`src/rtl/cmos_cfg_sequencer_pkg.sv`:
```
// cmos_cfg_pkg: shared definitions for the CMOS configuration sequencer.
//   - cfg_state_t : sequencer state encoding
//   - DELAY_TAG_DEF : default register address that marks an in-table delay
//   - ADDR_MSB/ADDR_LSB/VAL_MSB : field offsets inside a 24-bit LUT entry
//   - TIMEOUT_MS : write-response timeout (used only with CMOS_CFG_TIMEOUT_EN)
package cmos_cfg_pkg;

  typedef enum logic [3:0] {
    ST_PWR_HOLD,
    ST_RST_HOLD,
    ST_RST_WAIT,
    ST_FETCH,
    ST_ISSUE,
    ST_WAIT,
    ST_DELAY,
    ST_DONE,
    ST_ERR
  } cfg_state_t;

  localparam logic [15:0] DELAY_TAG_DEF = 16'hFFFF;

  localparam int unsigned ADDR_MSB = 23;
  localparam int unsigned ADDR_LSB = 8;
  localparam int unsigned VAL_MSB  = 7;

  localparam int unsigned TIMEOUT_MS = 10;

endpackage

```
`src/rtl/cmos_cfg_sequencer_ms_tick.sv`:
```
// cmos_ms_tick: millisecond prescaler.
//   sys_clk  in  : clock
//   sys_rstn in  : synchronous active-low reset
//   clr      in  : restart the period (counter back to 0)
//   tick     out : 1-cycle pulse when the counter reaches CLOCK_MAIN-1
module cmos_ms_tick #(
  parameter int unsigned CLOCK_MAIN = 100_000
) (
  input  logic sys_clk,
  input  logic sys_rstn,
  input  logic clr,
  output logic tick
);

  localparam int unsigned CW = (CLOCK_MAIN > 1) ? $clog2(CLOCK_MAIN) : 1;

  logic [CW-1:0] cnt;

  assign tick = (cnt == CW'(CLOCK_MAIN - 1));

  always_ff @(posedge sys_clk) begin
    if (!sys_rstn)
      cnt <= '0;
    else if (clr || tick)
      cnt <= '0;
    else
      cnt <= cnt + CW'(1);
  end

endmodule

```
`src/rtl/cmos_cfg_sequencer.sv`:
```
// cmos_cfg_sequencer: CMOS sensor power-up sequencing and register-LUT walker.
//   sys_clk/sys_rstn          : clock, synchronous active-low reset
//   start                     : rerun LUT from index 0 (honoured in DONE/ERR only)
//   lut_index/lut_size/lut_data : LUT read port (data combinational from index)
//   wr_req/wr_addr/wr_data    : byte-write request to the I2C engine (level)
//   wr_ack/wr_nack            : 1-cycle completion pulses from the I2C engine
//   cmos_pwdn/cmos_rst_n      : sensor power-down (active high) and reset (active low)
//   busy/config_done/config_err/err_index : status to the capture pipeline
// Build option: define CMOS_CFG_TIMEOUT_EN to treat 10 ms of WAIT silence as a NACK.
module cmos_cfg_sequencer
  import cmos_cfg_pkg::*;
#(
  parameter int unsigned CLOCK_MAIN = 100_000,
  parameter int unsigned LUT_AW     = 9,
  parameter int unsigned PWDN_MS    = 1,
  parameter int unsigned RST_MS     = 20,
  parameter int unsigned MAX_RETRY  = 3,
  parameter logic [15:0] DELAY_TAG  = DELAY_TAG_DEF
) (
  input  logic              sys_clk,
  input  logic              sys_rstn,
  input  logic              start,
  output logic [LUT_AW-1:0] lut_index,
  input  logic [LUT_AW-1:0] lut_size,
  input  logic [23:0]       lut_data,
  output logic              wr_req,
  output logic [15:0]       wr_addr,
  output logic [7:0]        wr_data,
  input  logic              wr_ack,
  input  logic              wr_nack,
  output logic              cmos_pwdn,
  output logic              cmos_rst_n,
  output logic              busy,
  output logic              config_done,
  output logic              config_err,
  output logic [LUT_AW-1:0] err_index
);

  localparam int unsigned RW = $clog2(MAX_RETRY + 2);

  cfg_state_t    state, state_n;
  logic [23:0]   entry_q;
  logic [RW-1:0] retry_cnt;
  logic [15:0]   ms_cnt;
  logic [15:0]   ms_target;
  logic          ms_hit;
  logic          tick;
  logic          clr;
  logic          nack_eff;
  logic          at_end;

  // Every state change restarts the ms timebase, so each timed state
  // lasts exactly target * CLOCK_MAIN cycles from its entry edge.
  assign clr = (state_n != state);

  cmos_ms_tick #(.CLOCK_MAIN(CLOCK_MAIN)) u_tick (
    .sys_clk  (sys_clk),
    .sys_rstn (sys_rstn),
    .clr      (clr),
    .tick     (tick)
  );

  assign at_end = (lut_index == lut_size);

`ifdef CMOS_CFG_TIMEOUT_EN
  assign nack_eff = wr_nack ||
                    (tick && (ms_cnt == 16'(TIMEOUT_MS - 1)));
`else
  assign nack_eff = wr_nack;
`endif

  always_comb begin
    ms_target = '0;
    case (state)
      ST_PWR_HOLD: ms_target = 16'(PWDN_MS);
      ST_RST_HOLD: ms_target = 16'(RST_MS);
      ST_RST_WAIT: ms_target = 16'(RST_MS);
      ST_DELAY:    ms_target = {8'h00, entry_q[VAL_MSB:0]};
      default:     ms_target = '0;
    endcase
  end

  // A zero target completes immediately; otherwise on the last tick.
  assign ms_hit = (ms_target == '0) || (tick && (ms_cnt == ms_target - 16'd1));

  always_comb begin
    state_n = state;
    case (state)
      ST_PWR_HOLD: if (ms_hit) state_n = ST_RST_HOLD;
      ST_RST_HOLD: if (ms_hit) state_n = ST_RST_WAIT;
      ST_RST_WAIT: if (ms_hit) state_n = ST_FETCH;
      ST_FETCH: begin
        if (at_end)
          state_n = ST_DONE;
        else if (lut_data[ADDR_MSB:ADDR_LSB] == DELAY_TAG)
          state_n = ST_DELAY;
        else
          state_n = ST_ISSUE;
      end
      ST_ISSUE: state_n = ST_WAIT;
      ST_WAIT: begin
        if (nack_eff)
          state_n = (retry_cnt < RW'(MAX_RETRY)) ? ST_ISSUE : ST_ERR;
        else if (wr_ack)
          state_n = ST_FETCH;
      end
      ST_DELAY: if (ms_hit) state_n = ST_FETCH;
      ST_DONE:  if (start) state_n = ST_FETCH;
      ST_ERR:   if (start) state_n = ST_FETCH;
      default:  state_n = ST_PWR_HOLD;
    endcase
  end

  always_ff @(posedge sys_clk) begin
    if (!sys_rstn) begin
      state       <= ST_PWR_HOLD;
      cmos_pwdn   <= 1'b1;
      cmos_rst_n  <= 1'b0;
      wr_req      <= 1'b0;
      wr_addr     <= '0;
      wr_data     <= '0;
      lut_index   <= '0;
      busy        <= 1'b1;
      config_done <= 1'b0;
      config_err  <= 1'b0;
      err_index   <= '0;
      entry_q     <= '0;
      retry_cnt   <= '0;
      ms_cnt      <= '0;
    end else begin
      state <= state_n;

      if (clr)
        ms_cnt <= '0;
      else if (tick)
        ms_cnt <= ms_cnt + 16'd1;

      case (state)
        ST_PWR_HOLD: if (ms_hit) cmos_pwdn  <= 1'b0;
        ST_RST_HOLD: if (ms_hit) cmos_rst_n <= 1'b1;
        ST_FETCH: begin
          if (at_end) begin
            busy        <= 1'b0;
            config_done <= 1'b1;
          end else begin
            entry_q   <= lut_data;
            retry_cnt <= '0;
          end
        end
        ST_ISSUE: begin
          wr_addr <= entry_q[ADDR_MSB:ADDR_LSB];
          wr_data <= entry_q[VAL_MSB:0];
          wr_req  <= 1'b1;
        end
        ST_WAIT: begin
          if (nack_eff) begin
            wr_req <= 1'b0;
            if (retry_cnt < RW'(MAX_RETRY)) begin
              retry_cnt <= retry_cnt + RW'(1);
            end else begin
              err_index  <= lut_index;
              busy       <= 1'b0;
              config_err <= 1'b1;
            end
          end else if (wr_ack) begin
            wr_req    <= 1'b0;
            lut_index <= lut_index + LUT_AW'(1);
          end
        end
        ST_DELAY: if (ms_hit) lut_index <= lut_index + LUT_AW'(1);
        ST_DONE, ST_ERR: begin
          if (start) begin
            config_done <= 1'b0;
            config_err  <= 1'b0;
            err_index   <= '0;
            lut_index   <= '0;
            busy        <= 1'b1;
          end
        end
        default: ;
      endcase
    end
  end

endmodule
```
`config.mk`:
```
export PLATFORM = sky130hd
export DESIGN_NAME = cmos_cfg_sequencer
export DESIGN_NICKNAME = d
export VERILOG_FILES = /design/src/rtl/cmos_cfg_sequencer_pkg.sv /design/src/rtl/cmos_cfg_sequencer_ms_tick.sv /design/src/rtl/cmos_cfg_sequencer.sv
export SDC_FILE = /design/constraint.sdc
export NUM_CORES = 1
export LEC_CHECK = 0
export ABC_AREA = 1
export BUFFER_PORTS_ARGS = -buffer_cell sky130_fd_sc_hd__buf_4
export CAP_MARGIN = 20
export CORE_ASPECT_RATIO = 0.75
export CORE_UTILIZATION = 50
export CTS_CLUSTER_SIZE = 10
export DETAILED_ROUTE_END_ITERATION = 8
export PLACE_DENSITY = 0.72
export SLEW_MARGIN = 10
export SYNTH_ARGS = -nofsm -noshare
export SYNTH_HDL_FRONTEND = slang
export SYNTH_SLANG_ARGS = --single-unit
```
`constraint.sdc`:
```
create_clock -name sys_clk -period 3.8 [get_ports sys_clk]
set_input_delay 0.38 -clock sys_clk [delete_from_list [all_inputs] [get_ports sys_clk]]
set_output_delay 0.38 -clock sys_clk [all_outputs]
set_load 0.02 [all_outputs]
```
# Word-level counts from Yosys, hierarchy flattened

Cells that the tools add are included.

Reduce and logical (&&, ||, !) cells: 25
Equality and inequality tests: 23
Add/sub/neg operators: 5
Magnitude comparators: 1
Bitwise gates (word level): 2
Muxes and demuxes: 37

Operator list:

| cell                                                | number |
|---|---|
| two-way mux 9 bit                                   | 6 |
| two-way mux 4 bit                                   | 7 |
| one-hot mux 4 bit (7 select lines)                  | 1 |
| one-hot mux 9 bit (3 select lines)                  | 1 |
| one-hot mux 8 bit (3 select lines)                  | 1 |
| one-hot mux 9 bit (2 select lines)                  | 1 |
| adder 17 x 1 -> 17 bit (second input constant)      | 1 |
| == test 17 bit (second input constant)              | 1 |
| adder 16 x 1 -> 16 bit (second input constant)      | 1 |
| == test 16 bit                                      | 1 |
| == test 16 bit (second input constant)              | 1 |
| == test 4 x 3 -> 1 bit (second input constant)      | 4 |
| logical NOT 16 bit                                  | 1 |
| inequality test 2 bit (second input constant)       | 8 |
| subtractor 16 x 1 -> 16 bit (second input constant) | 1 |
| two-way mux 1 bit                                   | 10 |
| AND reduction 5 bit                                 | 2 |
| OR reduction 2 bit                                  | 5 |
| adder 9 x 1 -> 9 bit (second input constant)        | 1 |
| == test 9 bit                                       | 1 |
| two-way mux 3 bit                                   | 3 |
| == test 4 x 2 -> 1 bit (second input constant)      | 2 |
| AND reduction 2 bit                                 | 4 |
| AND reduction 4 bit                                 | 2 |
| other kinds (18)                                    | 27 |

Output and inout bits: 48
Register bits: 112
Logic and storage cells: 108
Bits of input ports: 38

# Depth between registers and ports, before layout

Depth after elaboration: 12
Gate-level depth with buffers: 29

# Hierarchy

A second synthesis with hierarchy kept.

Cell total of the unflattened synthesis: 805
Area, all modules: 5,670.4 µm²

By module, submodules not included:

| module             | cells an instance | area each (µm²) | sequential area each (µm²) | times used |
|---|---|---|---|---|
| cmos_cfg_sequencer | 664               | 4,734.5         | 1,901.8                    | 1 |
| cmos_ms_tick       | 141               | 935.9           | 340.3                      | 1 |

# Least setup slack after synthesis

Ideal clock, no wire load.

Path kind: register to register
Start point: reg state[1]
End point: reg lut_index[7]
Arrival time: 2.893 ns
Slack: 0.791 ns
Data required time: 3.685 ns
Library setup time: 0.115 ns
Cell stages (with the launch flop): 27
Path through: dfxtp_1 -> buf_4 -> nand2_2 -> nor2_8 -> nand2_1 -> nand2_1 -> nor2_2 -> buf_4 -> nand2_1 -> nor2_1 -> ha_1 -> xor2_1 -> nand3_1 -> nor2_1 -> nand2_1 -> nor2_1 -> nand2_1 -> nor2_1 -> nand4_2 -> nand3_1 -> nand2_2 -> nor2_1 -> nand2_1 -> nor2_1 -> nand3_1 -> nand2_1 -> nor2_1

Longest elaborated chain between the ends: 9
Elaborated cells between the ends (all ways): 22
Those cells by class: add/sub: 1; eq/ne: 11; mux: 2; reduce/logical: 8

RTL lines:

| element                                                                 | line                      | source |
|---|---|---|
| start: declaration                                                      | cmos_cfg_sequencer.sv:41  | `cfg_state_t state, state_n;` |
| start signal: assignment                                                | cmos_cfg_sequencer.sv:131 | `state <= state_n;` |
| == test 4 x 1 -> 1 bit / == test 4 x 2 -> 1 bit (equally long branches) | cmos_cfg_sequencer.sv:74  | `case (state)` |
| OR reduction 2 bit (no line)                                            | --                        |  |
| one-hot mux 8 bit (3 select lines)                                      | cmos_cfg_sequencer.sv:74  |  |
| subtractor 16 x 1 -> 16 bit                                             | cmos_cfg_sequencer.sv:84  | `assign ms_hit = (ms_target == '0) \|\| (tick && (ms_cnt == ms_target - 16'd1));` |
| == test 16 bit                                                          | cmos_cfg_sequencer.sv:84  |  |
| logical AND 1 bit                                                       | cmos_cfg_sequencer.sv:84  |  |
| logical OR 1 bit                                                        | cmos_cfg_sequencer.sv:84  |  |
| inequality test 2 bit (no line)                                         | --                        |  |
| AND reduction 5 bit (no line)                                           | --                        |  |
| end signal: assignment                                                  | cmos_cfg_sequencer.sv:167 | `lut_index <= lut_index + LUT_AW'(1);` |
| end signal: assignment                                                  | cmos_cfg_sequencer.sv:170 | `ST_DELAY: if (ms_hit) lut_index <= lut_index + LUT_AW'(1);` |
| end: declaration                                                        | cmos_cfg_sequencer.sv:23  | `output logic [LUT_AW-1:0] lut_index,` |

Several ways; a longest one is shown, not always the timed one.
A chain may end at the register's enable or synchronous reset.

# Worst setup path in the final report

Start point: reg state[0]
End point: reg lut_index[7]

The elaborated chain is that of the path after synthesis.

==> results.ini <==
[cts]
postCtsSetupRepairBufs = 0
hold_buffers = 0
cts_tree = done
htree_levels = 3
clk_latency_ns = 0.35
cts-root-buf = clkbuf_16
clkTransAtPathRegs_ns = 0.08
cts.sinks = 112
clock_path_buffers = 2
cts_made_buffers = 9

[routing]
totalWireLength_mm = 12.8
antenna_left = 0
drcViolationCount = 0
drt_iter0_drc = 344
vias = 5005
via_per_inst = 5.15
wire_per_inst_microns = 13.2
dr.pass1.iters = 5

[yosys]
ys_top_cells_by_area = dfxtp_1, nor2_1, nand2_1
synth-seq-cells = 112
seq_area_frac_synth = 0.418
synth_edf_count = 0
ys_warn_count = 0
synth_top_area_cell = dfxtp_1
syn_inst = 750
synth-async-reset-ratio = 0
syn-num-nets = 795
syn_area_sq_um = 5360
synth_area_per_cell_sq_um = 7.15
synthDominantCellAreaShare = 0.418
synth_cell_types = 42
ys.flop_type = dfxtp_1

[die]
dieArea_sq_um = 11100
fp-row-count = 32
initial_core_util = 0.517
die_x_microns = 122
core_area_sq_um = 10400
fp.dieH_microns = 91.7
io_pins = 86

[global_route]
grt_pass1_wl_mm = 21.8
grt_util_all_layers = 0.244
grt_pass1_vias = 4697
grt_max_degree = 52
antenna_found_initial = 0
grt_overflow = 0

[outcome]
status = complete, no violations

[worst_setup_path]
slowest_delay_ns = 0.41
r2r-start = state[0]
arrival_ns = 3.69
crit_path_end_kind = flip-flop
critPathMostFrequentCell = nand2_1
path_max_fanout = 8
worstSetupPathType = reg -> reg
cpMaxStageDelayCell = dfxtp_1
crit_required_ns = 4.05
startpoint_type = flip-flop
crit_start = state[0]

[sta]
slew_viol_final = 0
worst_pin_slew_ns = 0.992
fin_worst_skew_ns = 0.00822
tns_ns = 0
hold_violations = 0
finalSetupViolCount = 0
fin_crit_ns = 3.44
maxSlewHeadroom = 0.338
final.period_utilization = 0.905
fmax_mhz = 291
rsz0062_at_grt = no

[power]
power_switching_mw = 0.817
p_clk_frac = 0.364
max-vdd-ir-drop_uv = 296
p_seq_frac = 0.447
p_int_mw = 1.89
power.density_nw_per_um2 = 422
comb_power_share = 0.189
p_sw_frac = 0.302
p_leak_nw = 2.77

[worst_hold_path]
hp-class = in -> reg
hp-start = lut_data[5]

[layout]
drive_gt1_frac = 0.176
diodes = 0
fin_nets = 875
fill_cells = 949
areaGrowthSynthToFinish_pct = 19.6
final_area_sq_um = 6410

[placement]
port_buffers = 85
dpl_cell_area_sq_um = 6100
dp_hpwl_mm = 9.50
gp_congestion = 0.920

[flow_run]
maxCapViolCount = 0

-- flip-flops by register name, summed over array words and instances, names as in the netlist --
register	cells
cmos_pwdn	1
state	4
config_done	1
u_tick.cnt	17
busy	1
err_index	9
lut_index	9
wr_data	8
ms_cnt	16
wr_req	1
config_err	1
cmos_rst_n	1
wr_addr	16
retry_cnt	3
entry_q	24
-- logic make-up (layout without fill, tap and decap cells) --
logic type / count (synthesis) / count (layout) / synth area share
flip-flops: 112 / 112 / 0.418
buffers and inverters: 106 / 191 / 0.0784
XOR/XNOR: 40 / 40 / 0.0653
multiplexers: 1 / 1 / 0.00187
adder cells (fa/ha/maj): 7 / 7 / 0.0163
AND/OR/NAND/NOR: 378 / 378 / 0.315
AO/OA/AOI/OAI: 106 / 106 / 0.105
-- what timing repair did --
| action | CTS | global route |
|---|---|---|
| setup endpoints to repair | 0 | 35 |
| endpoints found under the hold margin | 0 | 0 |
| resized for setup | 0 | 1 |
-- placed cells by master (no fill, tap or decap), types with 5 or more instances in the layout --
cell type / instances
nor2_1: 159
nand2_1: 115
dfxtp_1: 111
buf_4: 89
inv_1: 80
o21ai_0: 60
a21oi_1: 34
xor2_1: 31
nand3_1: 28
nor3_1: 17
nand4_1: 15
nor2_2: 15
xnor2_1: 9
clkbuf_16: 9
nand2_2: 7
ha_1: 7
inv_2: 5
nor4_1: 5
-- area by class of cell --
class	count	area, sq um	share of cell area
Inverter	86	323	0.0503
Multi-Input combinational cell	532	2700	0.421
Sequential cell	112	2240	0.350
Timing Repair Buffer	89	668	0.104
Tap cell	136	170	0.0265
Clock buffer	9	225	0.0351
Clock inverter	7	83.8	0.0131
-- power by group through the flow --
stage	clock network (mW)	registers (mW)	logic, mW
2_1_floorplan	0	1.24	0.400
3_5_place_dp	0	1.24	0.504
3_3_place_gp	0	1.24	0.499
5_1_grt	1.05	1.21	0.575
6_report	0.985	1.21	0.511
4_1_cts	1.00	1.21	0.509
-- worst paths after layout --
path	end	slack, ns	depth (start not counted)
setup / recovery	lut_index[7]	0.36	25
hold / removal	entry_q[5]	0.26	3
setup reg to reg	lut_index[7]	0.36	25
hold reg to reg	u_tick.cnt[0]	0.45	1
-- synth_stat cells, types with 2 or more instances --
library cell	instances
clkbuf_1	15
nor2_1	159
nor4_1	5
buf_4	2
xnor2_1	9
nor3_1	17
nor2_2	15
o2111ai_1	2
nand3_2	4
o21ai_0	60
nand3_1	28
a211oi_1	3
a21oi_1	34
buf_6	2
a31oi_1	2
nand2_2	7
inv_1	80
nand4_1	15
dfxtp_1	112
or2_2	3
nand2_1	115
ha_1	7
inv_2	5
xor2_1	31
-- layer usage --
layer / share of wire / vias up / GRT usage
li1: - / 2557 / -
met1: 0.48 / 2300 / 0.332
met2: 0.45 / 139 / 0.383
met3: 0.061 / 9 / 0.0634
met4: 0.0066 / 0 / 0.0597
met5: 0 / - / 0
-- metrics by stage --
stage / util / instances / setup slack [ns] / total power, mW / hold WS [ns]
floorplan: - / 750 / 0.791 / 1.64 / 0.418
global placement: 0.589 / 955 / 0.475 / 1.74 / 0.427
detailed placement: 0.589 / 955 / 0.334 / 1.74 / 0.442
CTS: 0.618 / 971 / 0.309 / 2.72 / 0.247
global route: 0.618 / 971 / 0.0142 / 2.84 / 0.255
finish: 0.618 / 971 / 0.360 / 2.70 / 0.255
-- critical path: cells and delay by family, from the launching register on --
family,cells,cell delay (ns)
and+or+nand+nor,21,2.37
DFF,1,0.41
adders and majority gates,1,0.24
buffers and inverters,2,0.17
xor gates and xnor gates,1,0.14
Power figures use the tool's default switching activity.
